==> src/rtl/wb_stage.sv <==
// Write-back stage: registers the memory-stage bus, selects the write-back value,
// drives the register-file port and commit interface, counts retirements and halts on ebreak.
module wb_stage #(
  parameter int unsigned DATA_WIDTH     = 32,
  parameter int unsigned PC_WIDTH       = 32,
  parameter int unsigned REG_ADDR_WIDTH = 5,
  parameter int unsigned WB_SEL_WIDTH   = 2
) (
  input  logic                      clk,
  input  logic                      rst,
  input  logic [2*PC_WIDTH+3*DATA_WIDTH+REG_ADDR_WIDTH+WB_SEL_WIDTH+2-1:0] mem_wb_bus,
  input  logic                      s_valid,
  output logic                      s_ready,
  output logic                      rf_wen,
  output logic [REG_ADDR_WIDTH-1:0] rf_waddr,
  output logic [DATA_WIDTH-1:0]     rf_wdata,
  output logic                      mem_wb_reg_wen,
  output logic [REG_ADDR_WIDTH-1:0] mem_wb_reg_waddr,
  output logic [DATA_WIDTH-1:0]     mem_wb_reg_wdata,
  output logic                      commit_valid,
  output logic [PC_WIDTH-1:0]       commit_pc,
  output logic [DATA_WIDTH-1:0]     commit_instr,
  output logic [PC_WIDTH-1:0]       commit_next_pc,
  output logic [63:0]               instret,
  output logic                      halted
);

  typedef struct packed {
    logic [PC_WIDTH-1:0]       pc;
    logic [DATA_WIDTH-1:0]     instr;
    logic [PC_WIDTH-1:0]       pc_4;
    logic                      reg_wen;
    logic [WB_SEL_WIDTH-1:0]   wb_sel;
    logic [REG_ADDR_WIDTH-1:0] waddr;
    logic [DATA_WIDTH-1:0]     alu_out;
    logic [DATA_WIDTH-1:0]     mem_out;
    logic                      branch_taken;
  } mem_wb_t;

  typedef enum logic [0:0] {StRun, StHalt} state_e;

  localparam logic [DATA_WIDTH-1:0] EbreakInstr = DATA_WIDTH'(32'h0010_0073);

  mem_wb_t             mem_wb_reg_q, mem_wb_reg_d;
  mem_wb_t             bus_in;
  logic                pipe_is_valid_q, pipe_is_valid_d;
  logic [63:0]         instret_q, instret_d;
  state_e              state_q, state_d;
  logic                ready_go;
  logic                valid_eff;
  logic                is_ebreak;
  logic [DATA_WIDTH-1:0] wb_data;

  assign bus_in   = mem_wb_t'(mem_wb_bus);
  assign ready_go = 1'b1;
  assign halted   = (state_q == StHalt);
  assign s_ready  = ~halted;

  // An instruction accepted alongside a retiring ebreak is squashed by the halt.
  assign valid_eff = pipe_is_valid_q & ready_go & ~halted;
  assign is_ebreak = (mem_wb_reg_q.instr == EbreakInstr);

  always_comb begin
    wb_data = '0;
    case (mem_wb_reg_q.wb_sel)
      WB_SEL_WIDTH'(0): wb_data = mem_wb_reg_q.alu_out;
      WB_SEL_WIDTH'(1): wb_data = mem_wb_reg_q.mem_out;
      WB_SEL_WIDTH'(2): wb_data = DATA_WIDTH'(mem_wb_reg_q.pc_4);
      default:          wb_data = '0;
    endcase
  end

  always_comb begin
    rf_wen   = valid_eff & mem_wb_reg_q.reg_wen & (mem_wb_reg_q.waddr != '0);
    rf_waddr = valid_eff ? mem_wb_reg_q.waddr : '0;
    rf_wdata = valid_eff ? wb_data : '0;

    mem_wb_reg_wen   = rf_wen;
    mem_wb_reg_waddr = rf_waddr;
    mem_wb_reg_wdata = rf_wdata;

    commit_valid   = valid_eff;
    commit_pc      = valid_eff ? mem_wb_reg_q.pc : '0;
    commit_instr   = valid_eff ? mem_wb_reg_q.instr : '0;
    commit_next_pc = mem_wb_reg_q.branch_taken ? PC_WIDTH'(mem_wb_reg_q.alu_out)
                                               : mem_wb_reg_q.pc_4;
    instret        = instret_q;
  end

  always_comb begin
    pipe_is_valid_d = pipe_is_valid_q;
    mem_wb_reg_d    = mem_wb_reg_q;
    instret_d       = instret_q;
    if (s_ready) begin
      pipe_is_valid_d = s_valid;
      if (s_valid) begin
        mem_wb_reg_d = bus_in;
      end
    end else begin
      pipe_is_valid_d = 1'b0;
    end
    if (valid_eff) begin
      instret_d = instret_q + 64'd1;
    end
  end

  always_comb begin
    state_d = state_q;
    unique case (state_q)
      StRun:   if (valid_eff && is_ebreak) state_d = StHalt;
      StHalt:  state_d = StHalt;
      default: state_d = StRun;
    endcase
  end

  always_ff @(posedge clk) begin
    if (rst) begin
      mem_wb_reg_q    <= '0;
      pipe_is_valid_q <= 1'b0;
      instret_q       <= '0;
      state_q         <= StRun;
    end else begin
      mem_wb_reg_q    <= mem_wb_reg_d;
      pipe_is_valid_q <= pipe_is_valid_d;
      instret_q       <= instret_d;
      state_q         <= state_d;
    end
  end

endmodule

==> config.mk <==
export PLATFORM = sky130hd
export DESIGN_NAME = wb_stage
export DESIGN_NICKNAME = d
export VERILOG_FILES = /design/src/rtl/wb_stage.sv
export SDC_FILE = /design/constraint.sdc
export NUM_CORES = 1
export LEC_CHECK = 0
export ABC_AREA = 1
export CAP_MARGIN = 25
export CORE_MARGIN = 5
export CORE_UTILIZATION = 40
export CTS_BUF_LIST = sky130_fd_sc_hd__clkbuf_8
export CTS_CLUSTER_DIAMETER = 40
export CTS_CLUSTER_SIZE = 8
export DETAILED_ROUTE_END_ITERATION = 8
export MAX_ROUTING_LAYER = met4
export PLACE_DENSITY = 0.77
export RECOVER_POWER = 100
export SLEW_MARGIN = 0
export SYNTH_ARGS = -nofsm -noshare
export SYNTH_HDL_FRONTEND = slang
export SYNTH_SLANG_ARGS = --single-unit
==> constraint.sdc <==
create_clock -name clk -period 2 [get_ports clk]
set_clock_uncertainty 0.05 [all_clocks]
set_input_delay 0.2 -clock clk [delete_from_list [all_inputs] [get_ports clk]]
set_output_delay 0.2 -clock clk [all_outputs]
set_load 0.01 [all_outputs]
==> run summary, run 1 <==
The layout-stage area growth over the synthesis result is 47.7%. The maximum resistive drop on vdd came out at 0.432 mV. The detailed-routing iteration count for the pre-antenna-repair pass is 5. The post-layout worst setup margin came out at -0.149 ns. The net switching component of the power came out at roughly 3100 uW.

In the routed design, unresolved DRC markers number 0. Summed over all layers, the global routing overflow is 0. Once layout is complete, the utilization of the core stands at about three fifths. The clock latency on the worst-skew pair is 0.54 ns.

In the layout the commonest cells are 352 x sky130_fd_sc_hd__nor2_1, 256 x sky130_fd_sc_hd__nand2_1, 232 x sky130_fd_sc_hd__dfxtp_1. The data arrival at the endpoint of the critical path came out at ~1.9 ns. For this design the static power due to leakage is 0.00730 uW. The TritonCTS sink count is 235. The total standard cell area after synthesis came out at 11500 sq um. Counting distinct cell types in the post-synthesis netlist gives 40. The global-route usage over all layers came out at 26.2%. The depth of the CTS H-tree came out at 2. In this run the remaining antenna-violating nets after routing total 0.

The post-detailed-route wirelength per cell came out at 17.5 um. 411 I/O pins were placed. The die area is 32200 sq um. The internal power of the cells totals 8630 uW. The fraction of synthesis flops using an asynchronous set or reset pin came out at 0%. The count of port buffers added during placement came out at 410.

The routed wire length is 44.4 mm. The total negative setup slack came out at -2.28 ns. The critical path is of the reg2out type. The final reports fail on setup timing. The pin count of the biggest net entering global routing is 73. The HPWL reported at the end of detailed placement came out at 32.1 mm. The number of antenna violations at the first check in global routing came to 5. The portion of synthesized cell area occupied by the leading cell type is 40.9%.

The fraction of power consumed by combinational cells came out at 15.5%. The final hold slack is 0.227 ns. Setup repair after global routing could not meet its margin everywhere. The power density over the cells came out at 690 nW/um^2.

The post-route fraction of the period consumed by the critical path came out at 107%. Max-cap violations in this run came to 0. The layout net count is 2300. The number of slew-limit violations in the final report is 0. The commonest register cell after synthesis is sky130_fd_sc_hd__dfxtp_1. After floorplanning, the core was sized to cover 28500 sq um. The floorplan step set the die width to 180 um. By area the synthesized netlist is led by sky130_fd_sc_hd__dfxtp_1 41%, sky130_fd_sc_hd__nor2_1 11%, sky130_fd_sc_hd__o21ai_0 9.2%, sky130_fd_sc_hd__nand2_1 9.2%, sky130_fd_sc_hd__inv_1 6.5%. The post-route netlist has 13.7% of its cells at a drive strength greater than 1. The worst hold path belongs to the class in2reg. The instance count of the mapped netlist is 1737.

Leaving out fill and tap cells, the most frequent cell in the layout is sky130_fd_sc_hd__nor2_1. The starting utilization of the core area came out at 40.3%. Each instance of the synthesized netlist takes up on average 6.62 sq um. The start point of the worst hold path is mem_wb_bus[126]. The maximum net fanout on the critical path is 5. Summed over all instances, the cell type with the most area after synthesis is sky130_fd_sc_hd__dfxtp_1. In this run the critical register-to-register path is launched from halted$_SDFF_PP0_. The fmax is 0.465 GHz. The height of the chip came out at between 150 and 200 um. The number of buffers created by CTS is 43. The via count of the first global-routing pass came out at 12400. After the first detailed-routing iteration, the DRC count stood at 1057. The tree is rooted in a sky130_fd_sc_hd__clkbuf_8. At the end of routability-driven placement, the weighted congestion stood at approximately 1.0.

Counting flops with a built-in enable in the synthesized netlist gives 0. Clock-pin slew was measured on the worst setup and hold paths at 0.06 ns. The final critical-path required period came out at 2.15 ns. Of the total power, the share spent switching nets is 26.3%. The initialized floorplan defines 62 standard-cell rows. The average vias per placed instance is 5.09.

Headroom to the max-slew limit came out at 45.2%. The run finished, with violations left. The wire length of the first global-routing pass came out at 67.4 mm. The count of warnings emitted by yosys came out at 0. The flop and latch count out of synthesis is roughly 240.

The required arrival time at the worst endpoint came out at 1.75 ns. STA classifies the critical path endpoint as an output port. The post-synth net total came out at 1910.

The count of endpoints failing hold in the final timing report was 0. In this run the worst setup path begins at mem_wb_reg_q[70]$_SDFFE_PP0P_. The CTS tree is built. The number of buffers on the longest clock path came out at 3. For the pin with the worst max-slew slack, the measured transition is 0.822 ns.

The worst setup path is launched from a flop. Setup violations remaining at the end of the flow were counted as 56. The routed layout has 12900 vias.

The portion of the post-synthesis area used by sequential elements came out at 40.9%. The part of the total power dissipated in the clock network came out at 41.2%. The share of power burned in registers is 43.3%.
-- per-stage QoR --
stage / setup slack, ns / total power, uW / cells / area, sq um
floorplan: 0.313 / 5950 / 1737 / 11500
global placement: 0.128 / 6860 / 2445 / 15900
detailed placement: 0.116 / 6900 / 2445 / 15900
CTS: -0.394 / 11700 / 2519 / 16800
global route: -0.212 / 12200 / 2535 / 17000
finish: -0.149 / 11700 / 2535 / 17000
-- layout make-up --
cell class	count	area [sq um]
Fill cell	2703	11600
Multi-Input combinational cell	1164	5460
Sequential cell	235	4710
Timing Repair Buffer	474	4650
Inverter	209	788
Clock buffer	48	661
Tap cell	384	480
Clock inverter	16	213
Antenna cell	5	12.5
-- power groups by stage --
stage | clock, uW | combinational, uW | sequential, uW
finish | 4820 | 1810 | 5070
global route | 5150 | 1970 | 5090
CTS | 4950 | 1730 | 5060
detailed placement | 0 | 1740 | 5160
global placement | 0 | 1710 | 5150
floorplan | 0 | 835 | 5120
-- cells in the mapped netlist (4+ instances only) --
master,number
sky130_fd_sc_hd__inv_2,5
sky130_fd_sc_hd__o211ai_1,32
sky130_fd_sc_hd__nor2_1,351
sky130_fd_sc_hd__nand3_1,49
sky130_fd_sc_hd__buf_4,38
sky130_fd_sc_hd__inv_1,199
sky130_fd_sc_hd__nor2_4,6
sky130_fd_sc_hd__nand4_1,26
sky130_fd_sc_hd__buf_1,10
sky130_fd_sc_hd__o21ai_1,6
sky130_fd_sc_hd__a21oi_1,131
sky130_fd_sc_hd__nor3_1,15
sky130_fd_sc_hd__nand2_2,6
sky130_fd_sc_hd__buf_2,8
sky130_fd_sc_hd__dfxtp_1,235
sky130_fd_sc_hd__nor3b_1,5
sky130_fd_sc_hd__o21ai_0,212
sky130_fd_sc_hd__nand2_1,281
sky130_fd_sc_hd__nor2_2,11
sky130_fd_sc_hd__clkbuf_1,72
sky130_fd_sc_hd__xor2_1,6
sky130_fd_sc_hd__clkinv_1,4
-- routing by layer --
metal	up-vias	wire length, um	share of wire (%)	track usage, %
met5	-	0	0	-
li1	6274	-	-	-
met4	0	1500	3.4	9.27
met3	105	3600	8.1	5.84
met1	5906	17600	40	31.2
met2	623	21600	49	43.8
-- sequential cells by signal, summed over array words and instances (netlist names) --
name / flops
mem_wb_reg_q: 169
halted: 1
pipe_is_valid_q: 1
instret: 64
-- repair_timing --
action / 4_1_cts / 5_1_grt
gates cloned: 4 / 3
setup buffers: 6 / 10
gates resized for setup: 383 / 222
pin swaps: 0 / 18
hold buffers: 0 / 0
setup endpoints to repair: 173 / 109
-- final timing paths --
path / endpoint / slack [ns] / cells after the start
setup / recovery: rf_wdata[18] / -0.15 / 11
hold / removal: mem_wb_reg_q[126]$_SDFFE_PP0P_ / 0.23 / 3
setup reg to reg: mem_wb_reg_q[70]$_SDFFE_PP0P_ / 0.01 / 7
hold reg to reg: mem_wb_reg_q[156]$_SDFFE_PP0P_ / 0.40 / 2
-- critical path: stages (launching register included) --
cell	delay [ns]
sky130_fd_sc_hd__dfxtp_2	0.33
sky130_fd_sc_hd__inv_2	0.05
sky130_fd_sc_hd__nor2_4	0.14
sky130_fd_sc_hd__buf_12	0.12
sky130_fd_sc_hd__buf_8	0.11
sky130_fd_sc_hd__buf_8	0.11
sky130_fd_sc_hd__buf_6	0.09
sky130_fd_sc_hd__nand2_2	0.04
sky130_fd_sc_hd__o211ai_1	0.09
sky130_fd_sc_hd__nand2_1	0.09
sky130_fd_sc_hd__inv_1	0.07
sky130_fd_sc_hd__buf_2	0.13
-- logic make-up (layout without fill, tap and decap cells) --
group	Yosys count	in the layout	share of synthesized area [%]
other cells	0	5	0
xor+xnor	9	9	0.686
buf+inv	338	747	12.4
flops	235	235	40.9
simple gates	767	767	28.1
compound gates	387	387	17.7
fa+ha+maj	1	1	0.109
(Power assumes the default switching activity.)
==> run 2, diff against run 1 <==
PLACE_DENSITY = 0.73   (was 0.77)
==> run summary, run 2 (same netlist as run 1, synthesis figures left out) <==
The total negative setup slack is -1.29 ns (+0.996 ns). The pin count of the biggest net entering global routing came out at 90 (+23%). The net switching component of the power is 3010 uW (-2.3%). The final critical-path required period is 2.09 ns (-0.0621 ns). The worst-case headroom to the max-slew limit is 44.7% (-0.55 points). Setup repair after global routing could not meet its margin everywhere. The power density over the cells is 675 nW/um^2 (-2.1%). The HPWL reported at the end of detailed placement came out at 31.6 mm (-1.5%). The worst hold path belongs to the class in2reg. The cell-internal power is 8300 uW (-3.9%). The flip-flop count of the largest register, all copies and words added came out at 169 (unchanged). The number of fill cells in the layout is 2792 (+3.3%). The layout cell share with drive strength beyond 1 came out at 12.7% (-1.1 points). The maximum net fanout on the critical path came out at 8 (+3). The part of the total power dissipated in the clock network is 39.8% (-1.4 points).

The leakage dissipation is 0.00721 uW (-1.2%). The sum of overflow across all layers after global routing is 0 (unchanged). The initial detailed-routing violation count came out at 843 (-20%). The total number of placement rows is 62 (unchanged).

The remaining design rule violation count came out at 0 (unchanged). The number of slew-limit violations in the final report came out at 0 (unchanged). The sum of buffers and inverters on the critical path came out at 5 (-2). The post-detailed-route wirelength per cell came to 17.0 um (-2.6%). The share of power burned in registers came to 44.8% (+1.5 points). The register-to-register path setup slack came out at 0.02 ns (about the same).

The required arrival time at the worst endpoint is 1.75 ns (about the same). The critical path's top delay family is buffers and inverters. The count of port buffers added during placement came out at 410 (unchanged). Leaving out fill and tap cells, the most frequent cells in the layout are 348 x sky130_fd_sc_hd__nor2_1, 266 x sky130_fd_sc_hd__nand2_1, 231 x sky130_fd_sc_hd__dfxtp_1.

The fmax is 0.479 GHz (+3.0%). The number of buffers created by CTS came to 41 (-4.7%). The number of primary I/O pins came out at 411 (unchanged). STA classifies the critical path endpoint as an output port.

The peak per-stage delay on the critical path came out at 0.36 ns (+0.03 ns). The switching part of the total is 26.6% (+0.30 points). The data arrival at the endpoint of the critical path came out at 1.84 ns (-0.06 ns). The number of placed instances with taps included is 2432 (-0.53%).

The total placed instance area is 15800 sq um (-0.53%). The depth of the CTS H-tree came out at 2 (unchanged). The number of buffers on the longest clock path came out at 3 (unchanged). The height of the chip was 180 um (unchanged).

The most common cell after layout, fill and taps aside is sky130_fd_sc_hd__nor2_1. The detailed-routing iteration count for the pre-antenna-repair pass is 7 (+2). The count of endpoints failing hold in the final timing report came out at 0 (unchanged). The clock-pin slew of the registers on the worst-case setup and hold paths is 0.06 ns (about the same). The floorplan die width came out at 180 um (unchanged).

The number of routed nets with antenna violations is 0 (unchanged). The post-route cell area came out at 16700 sq um (-1.4%). The TritonCTS sink count is 235 (unchanged). The number of maximum-capacitance constraint violations is 0 (unchanged). CTS placed an instance of sky130_fd_sc_hd__clkbuf_8 at the clock tree root. The layout net count is 2283 (-0.74%). The fraction of power consumed by combinational cells came out at 15.4% (about the same). The post-route fraction of the period consumed by the critical path was 104% (-3.1 points).

The maximum resistive drop on vdd is 0.478 mV (+11%). The area of combinational cells with multiple inputs came out at 5450 sq um (-0.11%). The slew at the pin closest to its max-slew limit came out at 0.830 ns (+0.00824 ns). The starting utilization of the core area came out at 40.3% (unchanged). The via count of the first global-routing pass is 12100 (-2.0%). The average vias per placed instance was 5.02 (-1.5%). The die area is 32200 sq um (unchanged). The run finished, with violations left. The total number of vias is 12600 (-2.1%). The post-layout worst setup margin was -0.0866 ns (+0.0621 ns).

The checks that failed: setup timing. TritonCTS built the clock tree. The number of antenna violations at the first check in global routing came out at 4 (-1). The final standard cell count with taps included and fillers excluded came out at 2520 (-0.59%). The layout-stage area growth over the synthesis result came out at 45.7%. The standard cell with the maximum stage delay on the critical path is sky130_fd_sc_hd__dfxtp_4. Walking the worst path, the cells encountered are nor2_4 -> buf_6 -> buf_16 -> nand2_2 -> o211ai_1 -> nand2_1 -> inv_2 -> buf_6 -> buf_6.

The routed wire length came out at 43.0 mm (-3.1%). The wire length of the first global-routing pass came out at 67.1 mm (-0.57%). The setup-violating endpoint count in the final report was 52 (-7.1%). The worst setup path is launched from a flop. The storage element area came out at 4710 sq um (about the same). The register bank with the most flops is mem_wb_reg_q.

The clock latency on the worst-skew pair came out at 0.54 ns (about the same). The core box area came out at 28500 sq um (unchanged). The worst setup path is of the reg2out kind. The global-route usage over all layers came out at 26.0% (-0.22 points). The final RePlAce weighted congestion came out at 0.967 (-3.4%).

Counting stages on the worst path, the most repeated cell is sky130_fd_sc_hd__buf_6.
## run 2: cell count changes in the layout (fill, tap and decap cells not counted), moves of 5 or more
cell	before	now
sky130_fd_sc_hd__buf_6	66	57
sky130_fd_sc_hd__nand2_2	24	16
sky130_fd_sc_hd__clkbuf_8	48	54
sky130_fd_sc_hd__nand2_1	256	266
sky130_fd_sc_hd__o21ai_0	202	207
sky130_fd_sc_hd__inv_2	37	32
sky130_fd_sc_hd__buf_4	30	21
## run 2: worst paths after layout
| kind | startpoint | endpoint | depth (start not counted) |
|---|---|---|---|
| hold / removal | mem_wb_bus[135] | mem_wb_reg_q[135]$_SDFFE_PP0P_ | 3 |
| hold reg to reg | mem_wb_reg_q[140]$_SDFFE_PP0P_ | mem_wb_reg_q[140]$_SDFFE_PP0P_ | 2 |
| setup / recovery | mem_wb_reg_q[71]$_SDFFE_PP0P_ | mem_wb_reg_wdata[5] | 9 |
| setup reg to reg | instret[0]$_SDFFE_PP0P_ | instret[60]$_SDFFE_PP0P_ | 10 |
## run 2: worst min-delay path, stage by stage
cell and delay [ns]:
sky130_fd_sc_hd__clkdlybuf4s50_1 0.39, sky130_fd_sc_hd__o21ai_0 0.15, sky130_fd_sc_hd__a21oi_1 0.04
## run 2: cell type report
type                            instances  area share, %
Multi-Input combinational cell       1164           32.6
Tap cell                              384           2.87
Clock inverter                         11          0.516
Inverter                              209           4.70
Clock buffer                           54           4.44
Sequential cell                       235           28.2
Timing Repair Buffer                  459           26.7
Antenna cell                            4         0.0598
## run 2: what timing repair did
action	CTS	global route
cloned	3	0
setup endpoints to repair	173	144
resized for setup	442	115
hold endpoints to repair	0	0
buffers inserted	13	5
pin swaps	9	11
hold buffers	0	0
## run 2: power by group through the flow
stage | logic, uW | clock network (uW) | registers, uW
floorplan | 835 | 0 | 5120
global placement | 1710 | 0 | 5150
detailed placement | 1730 | 0 | 5160
CTS | 1760 | 4620 | 5060
global route | 1910 | 4800 | 5090
finish | 1740 | 4500 | 5060
## run 2: layer usage
layer | GRT usage (%) | routed length (um) | up-vias
li1 | - | - | 6249
met1 | 32.0 | 18100 | 5817
met2 | 43.2 | 20600 | 498
met3 | 5.21 | 3080 | 76
met4 | 8.17 | 1150 | 0
met5 | - | 0 | -
## run 2: through the flow
stage	utilization, %	total power, uW	hold WS, ns	setup WS [ns]
final	58.6	11300	0.234	-0.0866
after global routing	58.6	11800	0.234	-0.186
after detailed placement	55.5	6890	0.393	0.0862
after CTS	58.6	11400	0.196	-0.218
after floorplan	-	5950	0.317	0.313
after global placement	55.5	6860	0.391	0.0964
